## config.mk

```make
export PLATFORM = sky130hd
export DESIGN_NAME = mem_arbiter
export DESIGN_NICKNAME = d
export VERILOG_FILES = /design/src/rtl/mem_arbiter.sv
export SDC_FILE = /design/constraint.sdc
export NUM_CORES = 1
export LEC_CHECK = 0
export CORE_AREA = 10 10 98 100
export DETAILED_ROUTE_END_ITERATION = 8
export DIE_AREA = 0 0 108 110
export GPL_TIMING_DRIVEN = 0
export PLACE_DENSITY = 0.89
export SETUP_SLACK_MARGIN = 0.4
export SLEW_MARGIN = 20
export SYNTH_ARGS = -nofsm -noshare
export SYNTH_HDL_FRONTEND = slang
export SYNTH_SLANG_ARGS = --single-unit
```

## constraint.sdc

```tcl
create_clock -name clk -period 2.1 [get_ports clk]
set_input_delay 0.42 -clock clk [delete_from_list [all_inputs] [get_ports clk]]
set_output_delay 0.42 -clock clk [all_outputs]
set_load 0.01 [all_outputs]
```

## src/rtl/mem_arbiter.sv

```systemverilog
// Two-port arbiter sharing one single-port RAM between instruction fetch and data access.
// Data wins by default; fetch is forced through after STARVE_LIMIT consecutive denials.
module mem_arbiter #(
  parameter int unsigned ADDR_W       = 32,
  parameter int unsigned DATA_W       = 32,
  parameter int unsigned STARVE_LIMIT = 4
) (
  input  logic                clk,
  input  logic                reset,

  // Fetch port
  input  logic                iReq,
  input  logic [ADDR_W-1:0]   iAddr,
  output logic                iGnt,
  output logic                iRvalid,
  output logic [DATA_W-1:0]   iRdata,

  // Data port
  input  logic                dReq,
  input  logic                dWe,
  input  logic [ADDR_W-1:0]   dAddr,
  input  logic [DATA_W-1:0]   dWdata,
  input  logic [DATA_W/8-1:0] dBe,
  output logic                dGnt,
  output logic                dRvalid,
  output logic [DATA_W-1:0]   dRdata,

  // Shared RAM
  output logic                memEn,
  output logic                memWe,
  output logic [ADDR_W-1:0]   memAddr,
  output logic [DATA_W-1:0]   memWdata,
  output logic [DATA_W/8-1:0] memBe,
  input  logic [DATA_W-1:0]   memRdata,

  // Pipeline stalls
  output logic                stallF,
  output logic                stallM
);

  localparam int unsigned CntW = (STARVE_LIMIT < 1) ? 1 : $clog2(STARVE_LIMIT + 1);
  localparam logic [CntW-1:0] CntMax = CntW'(STARVE_LIMIT);

  typedef enum logic [1:0] {
    StIdle,
    StRespI,
    StRespD
  } state_e;

  state_e          state_q, state_d;
  logic            we_q, we_d;
  logic [CntW-1:0] starve_cnt_q, starve_cnt_d;

  logic            i_gnt, d_gnt;
  logic            fetch_forced;

  // ---------------------------------------------------------------------------
  // Grant arbitration (combinational in the request cycle)
  // ---------------------------------------------------------------------------
  assign fetch_forced = iReq && (starve_cnt_q == CntMax);

  always_comb begin
    i_gnt = 1'b0;
    d_gnt = 1'b0;
    if (!reset) begin
      if (fetch_forced) begin
        i_gnt = 1'b1;
      end else if (dReq) begin
        d_gnt = 1'b1;
      end else if (iReq) begin
        i_gnt = 1'b1;
      end
    end
  end

  assign iGnt = i_gnt;
  assign dGnt = d_gnt;

  // ---------------------------------------------------------------------------
  // Starvation counter: counts consecutive cycles fetch waits while requesting
  // ---------------------------------------------------------------------------
  always_comb begin
    starve_cnt_d = starve_cnt_q;
    if (reset || i_gnt || !iReq) begin
      starve_cnt_d = '0;
    end else if (starve_cnt_q < CntMax) begin
      starve_cnt_d = starve_cnt_q + 1'b1;
    end
  end

  // ---------------------------------------------------------------------------
  // RAM command mux: zero when no port is granted
  // ---------------------------------------------------------------------------
  always_comb begin
    memEn    = 1'b0;
    memWe    = 1'b0;
    memAddr  = '0;
    memWdata = '0;
    memBe    = '0;
    if (d_gnt) begin
      memEn    = 1'b1;
      memWe    = dWe;
      memAddr  = dAddr;
      memWdata = dWdata;
      memBe    = dBe;
    end else if (i_gnt) begin
      memEn    = 1'b1;
      memAddr  = iAddr;
    end
  end

  // ---------------------------------------------------------------------------
  // Response FSM: the state simply records who was granted last cycle
  // ---------------------------------------------------------------------------
  always_comb begin
    state_d = StIdle;
    we_d    = 1'b0;
    if (reset) begin
      state_d = StIdle;
    end else if (d_gnt) begin
      state_d = StRespD;
      we_d    = dWe;
    end else if (i_gnt) begin
      state_d = StRespI;
    end
  end

  always_ff @(posedge clk) begin
    if (reset) begin
      state_q      <= StIdle;
      we_q         <= 1'b0;
      starve_cnt_q <= '0;
    end else begin
      state_q      <= state_d;
      we_q         <= we_d;
      starve_cnt_q <= starve_cnt_d;
    end
  end

  // Responses are suppressed while reset is high so a pending one is dropped
  always_comb begin
    iRvalid = 1'b0;
    iRdata  = '0;
    dRvalid = 1'b0;
    dRdata  = '0;
    if (!reset) begin
      unique case (state_q)
        StRespI: begin
          iRvalid = 1'b1;
          iRdata  = memRdata;
        end
        StRespD: begin
          dRvalid = 1'b1;
          dRdata  = we_q ? '0 : memRdata;
        end
        default: ;
      endcase
    end
  end

  assign stallF = !reset && iReq && !i_gnt;
  assign stallM = !reset && dReq && !d_gnt;

endmodule

```

# After elaboration in Yosys (flattened, before gate mapping)
# Cells that the tools add are included.
op_classes:
  addsub: 1
  magnitude_cmp: 1
  n_eq_ne: 3
  mux: 25
  reduce_logical: 13
ops:
  columns: ["operator", "n"]
  rows:
  - ["$mux W32", 8]
  - ["$mux W1", 15]
  - ["$logic_and A1 B1 Y1", 5]
  - ["$logic_not A1 Y1", 4]
  - ["$mux W4", 1]
  - ["$reduce_or A2 Y1", 2]
  - ["$add A3 B1 Y3 const B", 1]
  - ["$eq A3 B3 Y1 const B", 1]
  - ["$lt A3 B3 Y1 const B", 1]
  - ["$eq A2 B1 Y1 const B", 1]
  - ["$eq A2 B2 Y1 const B", 1]
  - ["$logic_or A1 B1 Y1", 2]
  - ["$mux W2", 1]
word_totals:
  ff_bits: 6
  in_bits: 137
  out_inout_bits: 140
  wordCells: 47

# Longest topological paths before layout
depth:
  word_depth: 7
  ltp_mapped: 7
  depth_no_buf: 5

# Worst setup path after synthesis
# No wires, ideal clock.
synth_timing:
  kind: "reg-to-output"
  startpoint: "register starve_cnt_q[0]"
  endpoint: "output port memWdata[10]"
  arrival_time_ns: 1.331
  required_ns: 1.680
  setup_slack_ns: 0.349
  path_stages_with_launch: 7
  path_buffers: 2
  path_cell_list: "dfxtp_1 -> inv_1 -> ha_1 -> nand3_2 -> clkbuf_1 -> clkbuf_1 -> and3_1"
synth_between:
  elab_chain_len: 5
synth_rtl:
  columns: ["item", "line", "source"]
  rows:
  - ["from (decl)", "52", "logic [CntW-1:0] starve_cnt_q, starve_cnt_d;"]
  - ["from (signal assigned)", "136", "starve_cnt_q <= starve_cnt_d;"]
  - ["$eq A3 B3 Y1", "60", "assign fetch_forced = iReq && (starve_cnt_q == CntMax);"]
  - ["$logic_and A1 B1 Y1", "60", null]
  - ["$mux W1", "66", "if (fetch_forced) begin"]
  - ["$mux W1", "65", "if (!reset) begin"]
  - ["$mux W32", "100", "if (d_gnt) begin"]
  - ["to (decl)", "32", "output logic [DATA_W-1:0] memWdata,"]
# No other way between the ends.

# Worst setup path after layout
layout_timing:
  startpoint: "register starve_cnt_q[0]"
  endpoint: "output port memAddr[14]"
layout_between:
  elab_chain_len: 6
  word_cells_on_any_way: 8
  cone_classes: "eq/ne: 1; mux: 6; reduce/logical: 1"
layout_rtl:
  columns: ["item", "line", "source"]
  rows:
  - ["$eq A3 B3 Y1 (*)", "60", null]
  - ["$logic_and A1 B1 Y1 (*)", "60", null]
  - ["$mux W1", "66", null]
  - ["$mux W1", "65", null]
  - ["$mux W32", "106", "end else if (i_gnt) begin"]
  - ["$mux W32 (*)", "100", null]
  - ["to (decl)", "31", "output logic [ADDR_W-1:0] memAddr,"]
# Every way passes the cells marked *; elsewhere a longest branch is shown, timed or not.

==> impl_metrics.xml <==
<?xml version="1.0" encoding="UTF-8"?>
<metrics>
  <group name="run_status">
    <metric name="status" unit="">completed</metric>
  </group>
  <group name="route">
    <metric name="antenna_violating_nets_post_route" unit="">0</metric>
    <metric name="first_pass_drt_iterations" unit="">4</metric>
    <metric name="drt-vias-per-instance" unit="">4.63</metric>
    <metric name="drtIter0Drc" unit="">71</metric>
    <metric name="avgRoutedWirePerCell" unit="microns">23.0</metric>
    <metric name="dr_total_vias" unit="">2906</metric>
    <metric name="drt-total-wl" unit="microns">14400</metric>
    <metric name="remaining_drc_errors" unit="">0</metric>
  </group>
  <group name="global_route">
    <metric name="use_met1" unit="%">17.6</metric>
    <metric name="grt_overflow" unit="">0</metric>
    <metric name="via_count_of_the_first_global_routing_pass" unit="">3018</metric>
    <metric name="groute.layer.met3.usage" unit="%">7.95</metric>
    <metric name="gr_peak_layer" unit="">met2</metric>
    <metric name="number_of_antenna_violations_at_the_first_check_in_global_routing" unit="">0</metric>
    <metric name="grt_max_degree" unit="">11</metric>
    <metric name="first_pass_grt_wire_length" unit="microns">18300</metric>
    <metric name="total_routing_usage_reported_by_global_routing" unit="%">19.5</metric>
    <metric name="grt.met2_usage" unit="%">39.0</metric>
  </group>
  <group name="worst_setup_path">
    <metric name="class_of_the_most_critical_setup_path" unit="">reg -&gt; out</metric>
    <metric name="critPathMostFrequentCell" unit="">buf_6</metric>
    <metric name="critical_path.max_stage_delay" unit="ns">0.32</metric>
    <metric name="crit_path_max_fanout" unit="">10</metric>
    <metric name="worstPathCellList" unit="">inv_2, ha_4, nand3_4, and2_4, buf_6, buf_6, a22o_1, buf_2</metric>
    <metric name="cp_slowest_cell" unit="">dfxtp_2</metric>
    <metric name="worst-endpoint-arrival" unit="ns">1.68</metric>
    <metric name="type_of_element_capturing_the_critical_path" unit="">primary output</metric>
    <metric name="crit_start_category" unit="">flip-flop</metric>
    <metric name="worst-endpoint-required" unit="ns">1.68</metric>
  </group>
  <group name="layout">
    <metric name="most-common-layout-cells" unit="">133 x buf_6, 133 x clkdlybuf4s50_1, 65 x and2_4, 33 x buf_2, 32 x a22o_1</metric>
    <metric name="layout.cell_area.non_filler" unit="sq um">5340</metric>
    <metric name="area_growth" unit="%">298</metric>
    <metric name="final_layout_size_suffix_gt1_share" unit="%">61.0</metric>
    <metric name="insertedDiodeCount" unit="">0</metric>
    <metric name="net_total_in_the_final_layout" unit="">666</metric>
  </group>
  <group name="hold_path">
    <metric name="worstHoldPathType" unit="">in -&gt; reg</metric>
  </group>
  <group name="timing">
    <metric name="final.period_utilization" unit="%">99.9</metric>
    <metric name="finalClockSkew" unit="ns">0.00196</metric>
    <metric name="report.final.hold_viol_count" unit="">0</metric>
    <metric name="finalSetupViolCount" unit="">0</metric>
    <metric name="holdWs" unit="ns">0.398</metric>
    <metric name="max_slew.worst_pin.slew" unit="ns">0.208</metric>
    <metric name="timing_limited_maximum_frequency" unit="MHz">477</metric>
    <metric name="grt_setup_unrepaired" unit="">yes</metric>
    <metric name="final.min_clock_period" unit="ns">2.10</metric>
    <metric name="max_slew_margin" unit="%">86.1</metric>
    <metric name="drv_slew" unit="">0</metric>
  </group>
  <group name="yosys">
    <metric name="synth.net_count" unit="">327</metric>
    <metric name="synth_cell_type_count" unit="">23</metric>
    <metric name="synth-seq-area-share" unit="%">8.95</metric>
    <metric name="yosysTopAreaCellShare" unit="%">30.3</metric>
    <metric name="yosys-top-cells-area" unit="">and2_1 30%, a22o_1 21%, and3_1 18%</metric>
    <metric name="ys.warnings.count" unit="">0</metric>
    <metric name="synthesis.instances" unit="">188</metric>
    <metric name="synthesis.area_per_instance" unit="sq um">7.14</metric>
    <metric name="mapped_area" unit="sq um">1340</metric>
    <metric name="synth_top_area_cell" unit="">and2_1</metric>
    <metric name="ys_ff_latch" unit="">6</metric>
  </group>
  <group name="clocking">
    <metric name="tritoncts" unit="">yes</metric>
    <metric name="ctsHtreeMaxLevel" unit="">1</metric>
    <metric name="cts_hold_buf" unit="">0</metric>
    <metric name="clk_path_buf_depth" unit="">2</metric>
    <metric name="tritoncts.num_buffers" unit="">3</metric>
    <metric name="clockRootBuffer" unit="">clkbuf_8</metric>
    <metric name="clkTransAtPathRegs" unit="ns">0.04</metric>
    <metric name="worstSkewPairLatency" unit="ns">0.22</metric>
    <metric name="clock_sink_count" unit="">6</metric>
  </group>
  <group name="pwr">
    <metric name="power.leakage" unit="nW">2.62</metric>
    <metric name="ir_worst_vdd" unit="V">0.000177</metric>
    <metric name="power_density" unit="nW/um^2">202</metric>
  </group>
  <group name="place">
    <metric name="post-dp-hpwl" unit="microns">10200</metric>
    <metric name="post_dp_cell_area" unit="sq um">4240</metric>
    <metric name="gp_routability_congestion" unit="">0.866</metric>
    <metric name="port_buffers" unit="">276</metric>
  </group>
  <group name="job">
    <metric name="drv.max_cap_violation_count" unit="">0</metric>
  </group>
  <group name="floorplanning">
    <metric name="full_die_area" unit="sq um">11900</metric>
    <metric name="die_h" unit="microns">110</metric>
    <metric name="die_w" unit="microns">108</metric>
    <metric name="initial_core_util" unit="%">17.6</metric>
    <metric name="rows" unit="">32</metric>
    <metric name="design.portCount" unit="">277</metric>
    <metric name="core_region_area" unit="sq um">7650</metric>
  </group>
</metrics>
-- repair_timing --
action	4_1_cts	5_1_grt
buffers inserted	28	18
gates resized for setup	641	212
pin swaps	61	23
cloned	11	1
endpoints found under the setup margin	140	140
-- cell usage after synthesis, drive strengths merged --
cell    count
and2       66
mux2i       1
xor2        1
a21oi       2
nor3b       2
clkbuf     14
and2b       1
dfxtp       6
nand2       2
buf         7
and3       38
nand3       2
a22o       32
nand2b      1
ha          2
nor2b       1
inv         3
nor2        7
-- sequential cells by signal, summed over array words and instances, names as in the netlist --
name	flops
starve_cnt_q	3
state_q	2
we_q	1
-- kinds of logic (layout without fill, tap and decap cells) --
logic type,after synthesis,count (layout),synth area share [%]
AND/OR/NAND/NOR,120,120,55.8
multiplexers,1,1,0.746
adder cells (fa/ha/maj),2,2,1.86
buffers and inverters,24,361,10.1
flip-flops,6,6,8.95
AO/OA/AOI/OAI,34,34,21.9
XOR/XNOR,1,1,0.652
-- report_power, final --
part	switching [mW]	internal (mW)
logic	0.271	0.517
clock network	0.0490	0.123
registers	0.00244	0.119
total	0.322	0.758
-- metal layers --
| layer | vias to the layer above | part of all wire, % |
|---|---|---|
| met1 | 1352 | 33 |
| met5 | - | 0 |
| li1 | 1336 | - |
| met3 | 22 | 10 |
| met4 | 0 | 2.5 |
| met2 | 196 | 54 |
-- worst max-delay path: cells and delay by family (launching register included) --
| kind | cells | cell delay, ns |
|---|---|---|
| adder cells (fa/ha/maj) | 1 | 0.17 |
| AND/OR/NAND/NOR | 2 | 0.26 |
| AO/OA/AOI/OAI | 1 | 0.23 |
| buffers and inverters | 4 | 0.48 |
| flip-flops | 1 | 0.32 |
-- layout make-up --
class	instances	area, sq um
timing repair buffer	334	3330
fill	530	2310
multi-input combinational	158	1440
buffer	21	258
tap	102	128
sequential	6	126
clock buffer	3	41.3
inverter	3	11.3
-- through the flow --
step	instances	setup slack [ns]	total power [mW]	util [%]	setup TNS, ns
CTS	608	0.0257	0.991	61.6	0
finish	627	0.00243	1.08	69.8	0
global placement	566	-0.800	0.764	55.4	-94.40
detailed placement	566	-0.868	0.776	55.4	-98.97
floorplan	188	0.406	0.298	-	0
global route	627	-0.0383	1.13	69.8	-0.462
-- worst paths after layout --
path,to,slack (ns),depth (start not counted),startpoint
min,state_q[0],0.40,2,dReq
max reg2reg,we_q,0.87,6,starve_cnt_q[0]
min reg2reg,starve_cnt_q[2],0.58,2,starve_cnt_q[2]
max,memAddr[14],0.002,8,starve_cnt_q[0]
(Power assumes the default switching activity.)
